`config.mk`:
```
export PLATFORM = sky130hd
export DESIGN_NAME = master_bridge_async_fifo_wr_ctrl
export DESIGN_NICKNAME = d
export VERILOG_FILES = /design/src/rtl/master_bridge_pkg.sv /design/src/rtl/master_bridge_sync_2ff.sv /design/src/rtl/master_bridge_async_fifo_wr_ctrl.sv
export SDC_FILE = /design/constraint.sdc
export NUM_CORES = 1
export LEC_CHECK = 0
export CORE_MARGIN = 4
export CORE_UTILIZATION = 30
export DETAILED_ROUTE_END_ITERATION = 7
export HOLD_SLACK_MARGIN = 0.06
export PLACE_DENSITY = 0.6
export SLEW_MARGIN = 20
export SYNTH_ARGS = -nofsm -noshare
export SYNTH_HDL_FRONTEND = slang
export SYNTH_SLANG_ARGS = --single-unit
```
`constraint.sdc`:
```
create_clock -name CLK -period 4.65 [get_ports CLK]
set_input_delay 0.93 -clock CLK [delete_from_list [all_inputs] [get_ports CLK]]
set_output_delay 0.93 -clock CLK [all_outputs]
set_load 0.1 [all_outputs]
```
`src/rtl/master_bridge_pkg.sv`:
```
// Shared helpers for the master bridge async FIFO write/read controllers.
// Latency: n/a (package of constants and pure functions).
// Backpressure: n/a.
package master_bridge_pkg;

  // Pointer width is one bit wider than the storage address so that
  // full and empty can be told apart when the address bits match.
  localparam int DEFAULT_ADDR_WIDTH = 3;
  localparam int DEFAULT_PTR_W      = DEFAULT_ADDR_WIDTH + 1;

  function automatic int ptr_width(input int addr_w);
    return addr_w + 1;
  endfunction

  // Width-generic conversions: narrower values are zero-extended on the way in
  // and truncated by the caller on the way out. Leading zeros do not change
  // the result of either conversion.
  function automatic logic [31:0] bin2gray(input logic [31:0] b);
    return b ^ (b >> 1);
  endfunction

  function automatic logic [31:0] gray2bin(input logic [31:0] g);
    logic [31:0] b;
    b[31] = g[31];
    for (int i = 30; i >= 0; i--) begin
      b[i] = b[i+1] ^ g[i];
    end
    return b;
  endfunction

endpackage

```
`src/rtl/master_bridge_sync_2ff.sv`:
```
// Two-flop synchronizer for a Gray-coded bus crossing into this clock domain.
// Latency: 2 clk_i edges from a settled input to q_o.
// Backpressure: none; samples every cycle.
module master_bridge_sync_2ff
  import master_bridge_pkg::*;
#(
  parameter int WIDTH = 1
) (
  input  logic             clk_i,
  input  logic             rst_ni,
  input  logic [WIDTH-1:0] d_i,
  output logic [WIDTH-1:0] q_o
);

  logic [WIDTH-1:0] sync1_q;
  logic [WIDTH-1:0] sync2_q;

  // Metastability chain: only the second stage is consumed.
  always_ff @(posedge clk_i or negedge rst_ni) begin
    if (!rst_ni) begin
      sync1_q <= '0;
      sync2_q <= '0;
    end else begin
      sync1_q <= d_i;
      sync2_q <= sync1_q;
    end
  end

  assign q_o = sync2_q;

endmodule

```
`src/rtl/master_bridge_async_fifo_wr_ctrl.sv`:
```
// Write-side pointer/flag controller of the master bridge async FIFO.
// Latency: wclken same cycle as wr_en; wr_ptr_gray updates 1 edge later; pops seen after 2 edges.
// Backpressure: pushes are dropped while full and latch the sticky overflow flag.
module master_bridge_async_fifo_wr_ctrl
  import master_bridge_pkg::*;
#(
  parameter int ADDR_WIDTH      = 3,
  parameter int ALMOST_FULL_THR = 2
) (
  input  logic                  CLK,
  input  logic                  RST_n,
  input  logic                  wr_en,
  input  logic [ADDR_WIDTH:0]   rd_ptr_gray_async,
  input  logic                  clr_ovf,
  output logic                  wclken,
  output logic [ADDR_WIDTH-1:0] wr_addr,
  output logic [ADDR_WIDTH:0]   wr_ptr_gray,
  output logic                  full,
  output logic                  almost_full,
  output logic [ADDR_WIDTH:0]   fill_level,
  output logic                  overflow
);

  localparam int PTR_W      = ptr_width(ADDR_WIDTH);
  localparam int FIFO_DEPTH = 1 << ADDR_WIDTH;

  localparam logic [PTR_W-1:0] DEPTH_P = PTR_W'(FIFO_DEPTH);
  localparam logic [PTR_W-1:0] THR_P   = PTR_W'(ALMOST_FULL_THR);
  localparam logic [PTR_W-1:0] ONE_P   = PTR_W'(1);

  logic [PTR_W-1:0] wr_ptr_bin_q,  wr_ptr_bin_d;
  logic [PTR_W-1:0] wr_ptr_gray_q, wr_ptr_gray_d;
  logic             ovf_q,         ovf_d;
  logic [PTR_W-1:0] rd_sync_gray;
  logic [PTR_W-1:0] rd_sync_bin;
  logic [PTR_W-1:0] wr_ptr_bin_inc;
  logic [PTR_W-1:0] free_entries;

  master_bridge_sync_2ff #(
    .WIDTH (PTR_W)
  ) u_rd_ptr_sync (
    .clk_i  (CLK),
    .rst_ni (RST_n),
    .d_i    (rd_ptr_gray_async),
    .q_o    (rd_sync_gray)
  );

  // Flags derive only from registers, so they cannot glitch on input activity.
  assign full = (wr_ptr_gray_q ==
                 {~rd_sync_gray[PTR_W-1:PTR_W-2], rd_sync_gray[PTR_W-3:0]});

  assign rd_sync_bin  = PTR_W'(gray2bin(32'(rd_sync_gray)));
  assign fill_level   = wr_ptr_bin_q - rd_sync_bin;
  assign free_entries = DEPTH_P - fill_level;
  assign almost_full  = (free_entries <= THR_P);

  // Strobe is also held low while reset is asserted so storage is never
  // written with a pointer that is being cleared.
  assign wclken         = wr_en & ~full & RST_n;
  assign wr_addr        = wr_ptr_bin_q[ADDR_WIDTH-1:0];
  assign wr_ptr_gray    = wr_ptr_gray_q;
  assign overflow       = ovf_q;
  assign wr_ptr_bin_inc = wr_ptr_bin_q + ONE_P;

  // Next-state: advance both pointers on an accepted push; overflow set beats clear.
  always_comb begin
    wr_ptr_bin_d  = wr_ptr_bin_q;
    wr_ptr_gray_d = wr_ptr_gray_q;
    ovf_d         = ovf_q;
    if (wclken) begin
      wr_ptr_bin_d  = wr_ptr_bin_inc;
      wr_ptr_gray_d = PTR_W'(bin2gray(32'(wr_ptr_bin_inc)));
    end
    if (clr_ovf) begin
      ovf_d = 1'b0;
    end
    if (wr_en && full) begin
      ovf_d = 1'b1;
    end
  end

  // Pointer and overflow registers.
  always_ff @(posedge CLK or negedge RST_n) begin
    if (!RST_n) begin
      wr_ptr_bin_q  <= '0;
      wr_ptr_gray_q <= '0;
      ovf_q         <= 1'b0;
    end else begin
      wr_ptr_bin_q  <= wr_ptr_bin_d;
      wr_ptr_gray_q <= wr_ptr_gray_d;
      ovf_q         <= ovf_d;
    end
  end

endmodule

```
==> summary.md, run 1 <==
| Metric | Value |
|---|---|
| Outcome | `complete, no violations` |
| Highest achievable clock rate | `roughly 240 MHz` |
| Clock transition at the register clock pins on the worst setup and hold paths after CTS | `approximately 0.090 ns` |
| Number of optimization iterations in the first detailed-route pass | `2` |
| Top-count cell post-synth | `dfrtp_1` |
| Number of placement rows | `18` |
| Endpoint of the worst-slack reg-to-reg timing path | `wr_ptr_gray[0]` |
| Worst Path Buf+Inv | `3` |
| Max capacitance violation total | `0` |
| Kind of launch point of the worst setup path | `register` |
| All-layer global routing usage | `under 10%` |
| Worst relative slew slack | `34.6%` |
| Arrival time worst endpoint | `between 3 and 4 ns` |
| Clock tree from TritonCTS | `yes` |
| Post-detailed-route wirelength per cell | `roughly 12 microns` |
| Maximum number of pins on one net before global-route repair | `18` |
| Proportion of synthesized chip area in sequential cells | `47.5%` |
| Number of storage elements in the synthesis netlist | `16` |
| Layout net count | `about 110` |
| Sink Count | `16` |
| Top-area cell type share of the netlist area | `a little under half` |
| Relative area change from synthesis to final layout | `37.6%` |
| Met3 Resource Use GR | `2.98%` |
| Antenna Nets Post-Route | `0` |
| Gate family responsible for the most delay along the worst path | `adder cells` |
| Cell count after synthesis | `68` |
| Final Routed Wirelength | `1440 microns` |
| Post-Syn Area | `between 800 and 900 sq um` |
| Number of levels in the clock H-tree | `1` |
| Launch point of the worst reg-to-reg path | `wr_ptr_bin_q[3]` |
| Busiest metal layer after global routing | `met2` |
| Vias after detailed routing | `547` |
| Initial core utilization | `32.8%` |
| RSZ-0062 raised after global routing | `false` |
| GR Overflow Total | `0` |
| Hold buffers post-CTS | `0` |
| Most used DFF post-synth | `dfrtp_1` |
| Element type at the critical path end | `primary output` |
| Library cell used as clock root buffer | `clkbuf_4` |
| Dominant cells by area after synthesis | `dfrtp_1 48%, xnor2_1 12%, ha_1 8.9%` |
| DRC violations left | `0` |
| Slew @ Worst Pin | `0.977 ns` |
| Number of setup violations in the final report | `0` |
| Horizontal die dimension | `just over 60 microns` |
| Final number of hold-violating endpoints | `0` |
| Gp weighted congestion | `0.697` |
| Worst Hold Launch | `u_rd_ptr_sync.sync1_q[1]` |
| Maximum number of buffers from clock root to sink | `2` |
| Port buffer count | `22` |
| Antenna cell count | `0` |
| Clk Latency, worst-skew pair | `0.28 ns` |
| Synthesized area divided by synthesized cell count | `12.4 sq um` |
| Fraction of final layout cells sized beyond drive strength 1 | `21.1%` |
| # Post-CTS Setup Buffers | `0` |
| Setup skew after layout | `0.00420 ns` |
| Number of distinct standard cells referenced by the synthesized netlist | `19` |
| Sum of negative setup slack | `0 ns` |
| Post-synthesis net count | `83` |
| Via count of the first global-routing pass | `563` |
| Number of synthesized flops with an enable pin | `0` |
| First-pass GRT wire length | `2460 microns` |
| Class of the worst hold path | `reg -> reg` |
| Tmin final | `4.21 ns` |
| Post-detail-place hpwl | `1190 microns` |
| Slowest-stage cell, CP | `fa_1` |
| Fraction of registers with async set/reset | `100%` |
| Vertical extent of the die | `~61 microns` |
| Reg-to-reg setup timing slack | `2.92 ns` |
| Met2 track utilization from global routing | `13.1%` |
| Met1 demand-to-capacity share in global routing | `about an eighth` |
| Total I/O pin count | `23` |
| Core ar. | `2570 sq um` |
| Total CTS buffers | `3` |
| Share of the clock period used by the worst path after layout | `around nine tenths` |
| Depth of the worst register-to-register path | `4` |
| Cell accounting for the most synthesized area | `dfrtp_1` |
| Maximum fanout encountered on the critical timing path | `4` |
| Detailed-route vias per instance | `4.38` |
| Endpoint, Worst Hold | `u_rd_ptr_sync.q_o[1]` |
| Warning count from the yosys run | `0` |
| DR iter-0 viols | `14` |
| CP max stage delay | `approximately 0.56 ns` |
| Cells on Worst Hold Path | `0` |
| Top cells by instance count after synthesis | `16 x dfrtp_1, 12 x xnor2_1, 6 x ha_1, 6 x xor2_1` |
| Final number of max-transition violations | `0` |
| Required time at the worst-slack endpoint | `between 3 and 4 ns` |
| Initial antenna violation count | `0` |
| Cells along the critical path | `xnor2_1 > xor2_1 > xnor2_1 > ha_1 > inv_1 > fa_1 > inv_1 > ha_1 > nor2b_1 > nor3_1 > mux2_2 > buf_12` |
| Worst setup path category | `reg -> out` |
| Resized Gates After CTS | `0` |
| Full die area | `3720 sq um` |
layout make-up:
type,instances,area [sq um]
fill,255,1410
multi-input combinational,46,433
sequential,16,400
timing repair buffer,24,233
tap,30,37.5
clock buffer,4,36.3
inverter,5,18.8
worst max path at each step:
stage	startpoint	end	slack, ns	depth (start not counted)
3_5_place_dp	u_rd_ptr_sync.q_o[2]	almost_full	0.69	12
2_1_floorplan	u_rd_ptr_sync.q_o[2]	almost_full	0.05	11
3_3_place_gp	u_rd_ptr_sync.q_o[2]	almost_full	0.78	12
4_1_cts	u_rd_ptr_sync.q_o[2]	almost_full	0.37	12
5_1_grt	u_rd_ptr_sync.q_o[2]	almost_full	0.19	12
6_report	u_rd_ptr_sync.q_o[2]	almost_full	0.44	12
kinds of logic after synthesis:
| family | share of synthesized area, % |
|---|---|
| XOR/XNOR | 18.7 |
| flip-flops | 47.5 |
| AND/OR/NAND/NOR | 7.28 |
| adder cells (fa/ha/maj) | 11.3 |
| buffers and inverters | 3.57 |
| multiplexers | 8.47 |
| AO/OA/AOI/OAI | 3.12 |
flip-flops by register name (all words and copies together) (netlist names):
| register | count |
|---|---|
| u_rd_ptr_sync.q_o | 4 |
| u_rd_ptr_sync.sync1_q | 4 |
| wr_ptr_bin_q | 4 |
| wr_ptr_gray | 3 |
| overflow | 1 |
cell usage in the layout (no fill, tap or decap), types with 3 or more instances in the layout:
master	n
dfrtp_1	16
inv_1	5
clkdlybuf4s50_1	16
ha_1	6
buf_4	7
xnor2_1	12
nand2_1	5
clkbuf_4	3
mux2_4	4
xor2_1	4
per-stage QoR:
step                setup slack [ns]  utilization, %  hold slack (ns)  std cells  instance area [sq um]
floorplan                     0.0479               -            0.331         68                    863
global placement               0.779            43.7            0.335        121                   1120
detailed placement             0.689            43.7            0.335        121                   1120
CTS                            0.374            45.1            0.356        125                   1160
global route                   0.189            45.1            0.375        125                   1160
finish                         0.438            45.1            0.354        125                   1160
per-layer routing:
metal,up-vias,routed length [microns]
met3,2,73
met2,14,673
met1,256,686
met4,0,8
li1,275,-
met5,-,0
Power of run 1 is not shown: default switching activity piles up to over one toggle a cycle in this logic, so the estimate is an artifact.
==> run 2, diff against run 1 <==
- PLACE_DENSITY: 0.6 -> 0.62
- clock period: 4.65 -> 3.6 ns (I/O delays scaled with it)
==> run 2 against run 1 <==
Effect of this change: the flow now finishes with violations (setup timing); register-to-register slack got worse by 1.4 ns; final cell count rose by 4.8%; core utilization rose by 7.0 points; flip-flop and latch count did not move.
==> summary.md, run 2 (synthesis gave the netlist of run 1 again) <==
| Metric | Value |
|---|---|
| Number of levels in the clock H-tree | `1` |
| Highest achievable clock rate | `269 MHz` |
| Arrival time worst endpoint | `2.99 ns` |
| Clk Latency, worst-skew pair | `0.27 ns` |
| Tmin final | `3.71 ns` |
| Antenna Nets Post-Route | `0` |
| Relative area change from synthesis to final layout | `58.8%` |
| Vertical extent of the die | `61.0 microns` |
| Violated checks | `setup timing` |
| Sink Count | `16` |
| Number of setup violations in the final report | `1` |
| Cells along the critical path | `xnor2_2 > xor2_2 > xnor2_1 > ha_2 > inv_2 > fa_2 > inv_2 > ha_4 > nor2b_4 > nor3_1 > mux2_4 > buf_12` |
| Worst relative slew slack | `35.2%` |
| GR Overflow Total | `0` |
| Class of the worst hold path | `reg -> reg` |
| Via count of the first global-routing pass | `606` |
| Gp weighted congestion | `0.716` |
| Launch point of the worst reg-to-reg path | `wr_ptr_bin_q[3]` |
| Core ar. | `2570 sq um` |
| DRC violations left | `0` |
| Post-detailed-route wirelength per cell | `11.9 microns` |
| Final instance area | `1340 sq um` |
| Cells on Worst Hold Path | `0` |
| Worst Hold Launch | `u_rd_ptr_sync.sync1_q[0]` |
| Number of optimization iterations in the first detailed-route pass | `2` |
| Layout net count | `117` |
| Clock tree from TritonCTS | `yes` |
| Share of the clock period used by the worst path after layout | `103%` |
| Maximum number of buffers from clock root to sink | `2` |
| Sum of negative setup slack | `-0.112 ns` |
| Final Routed Wirelength | `1560 microns` |
| First-pass GRT wire length | `2720 microns` |
| Slew @ Worst Pin | `0.970 ns` |
| Depth of the worst register-to-register path | `4` |
| Reg-to-reg setup timing slack | `1.52 ns` |
| Final number of hold-violating endpoints | `0` |
| DR iter-0 viols | `14` |
| Cell mode on critical path | `inv_2` |
| Maximum fanout encountered on the critical timing path | `2` |
| Cell area reported after detailed placement | `approximately 1300 sq um` |
| Final number of max-transition violations | `0` |
| Initial antenna violation count | `0` |
| Total I/O pin count | `23` |
| PnR worst setup slack | `-0.112 ns` |
| Endpoint, Worst Hold | `u_rd_ptr_sync.q_o[0]` |
| Detailed-route vias per instance | `4.48` |
| Fraction of final layout cells sized beyond drive strength 1 | `38.6%` |
| CP max stage delay | `0.54 ns` |
| Required time at the worst-slack endpoint | `~2.9 ns` |
| Port buffer count | `22` |
| Slowest-stage cell, CP | `fa_2` |
| Vias after detailed routing | `587` |
| Post-detail-place hpwl | `approximately 1300 microns` |
| Worst Setup Slack post-DPL | `around 0.07 ns` |
| Full die area | `3720 sq um` |
| Kind of launch point of the worst setup path | `register` |
| Horizontal die dimension | `61.0 microns` |
| Initial core utilization | `32.8%` |
| Worst setup path category | `reg -> out` |
| Most frequent cells in the layout | `15 x dfrtp_1, 14 x clkdlybuf4s50_1, 11 x buf_4` |
| Hold buffers post-CTS | `0` |
| RSZ-0062 raised after global routing | `true` |
| Element type at the critical path end | `primary output` |
| All-layer global routing usage | `10.4%` |
| Antenna cell count | `0` |
| Maximum number of pins on one net before global-route repair | `18` |
| Leading cell type in the layout, fill and taps excluded | `dfrtp_1` |
| Max capacitance violation total | `0` |
| Endpoint of the worst-slack reg-to-reg timing path | `wr_ptr_bin_q[1]` |
| Library cell used as clock root buffer | `clkbuf_4` |
| Setup skew after layout | `0.000494 ns` |
| Outcome | `complete, but fails checks` |
| Number of placement rows | `18` |
| Total CTS buffers | `3` |
| Clock transition at the register clock pins on the worst setup and hold paths after CTS | `0.08 ns` |
-- run 2: cell count changes in the layout (fill, tap and decap cells not counted), sizes merged --
cell | previous run | this run
clkdlybuf4s50 | 16 | 14
buf | 8 | 16
-- run 2: area by class of cell --
| type | instances | area, sq um |
|---|---|---|
| repair buffers | 30 | 323 |
| clock buffers | 4 | 36.3 |
| fillers | 238 | 1230 |
| well taps | 30 | 37.5 |
| flip-flops and latches | 16 | 402 |
| inverters | 5 | 18.8 |
| multi-input cells | 46 | 520 |
-- run 2: through the flow --
stage	cells	hold slack (ns)	util, %
after global routing	131	0.368	52.1
after global placement	122	0.335	48.9
after floorplan	68	0.331	-
after detailed placement	122	0.337	48.9
after CTS	130	0.356	51.8
final	131	0.352	52.1
-- run 2: worst max-delay path: cells and delay by family (launching register included) --
family / cells / cell delay [ns]
muxes: 1 / 0.29
buffers and inverters: 3 / 0.26
xor gates and xnor gates: 3 / 0.56
adders and majority gates: 3 / 1.00
and+or+nand+nor: 2 / 0.19
DFF: 1 / 0.42
-- run 2: metal layers --
metal / GRT usage [%] / routed length [microns] / vias to the layer above
li1: - / - / 293
met3: 1.91 / 79 / 4
met2: 17.3 / 794 / 17
met4: 7.43 / 41 / 0
met1: 11.9 / 641 / 273
met5: 0 / 0 / -
-- run 2: how the worst max path moves through the flow --
stage	start	end	slack, ns
2_1_floorplan	u_rd_ptr_sync.q_o[3]	almost_full	-0.20
3_3_place_gp	u_rd_ptr_sync.q_o[3]	almost_full	0.16
3_5_place_dp	u_rd_ptr_sync.q_o[3]	almost_full	0.07
4_1_cts	u_rd_ptr_sync.q_o[2]	almost_full	-0.14
5_1_grt	u_rd_ptr_sync.q_o[3]	almost_full	-0.26
6_report	u_rd_ptr_sync.q_o[3]	almost_full	-0.11
-- run 2: timing repair --
action	4_1_cts	5_1_grt
hold endpoints to repair	0	0
setup buffers	4	1
resized for setup	1	0
gates cloned	0	0
setup endpoints to repair	1	1
pin swaps	5	2
Power of run 2 is left out for the same reason.
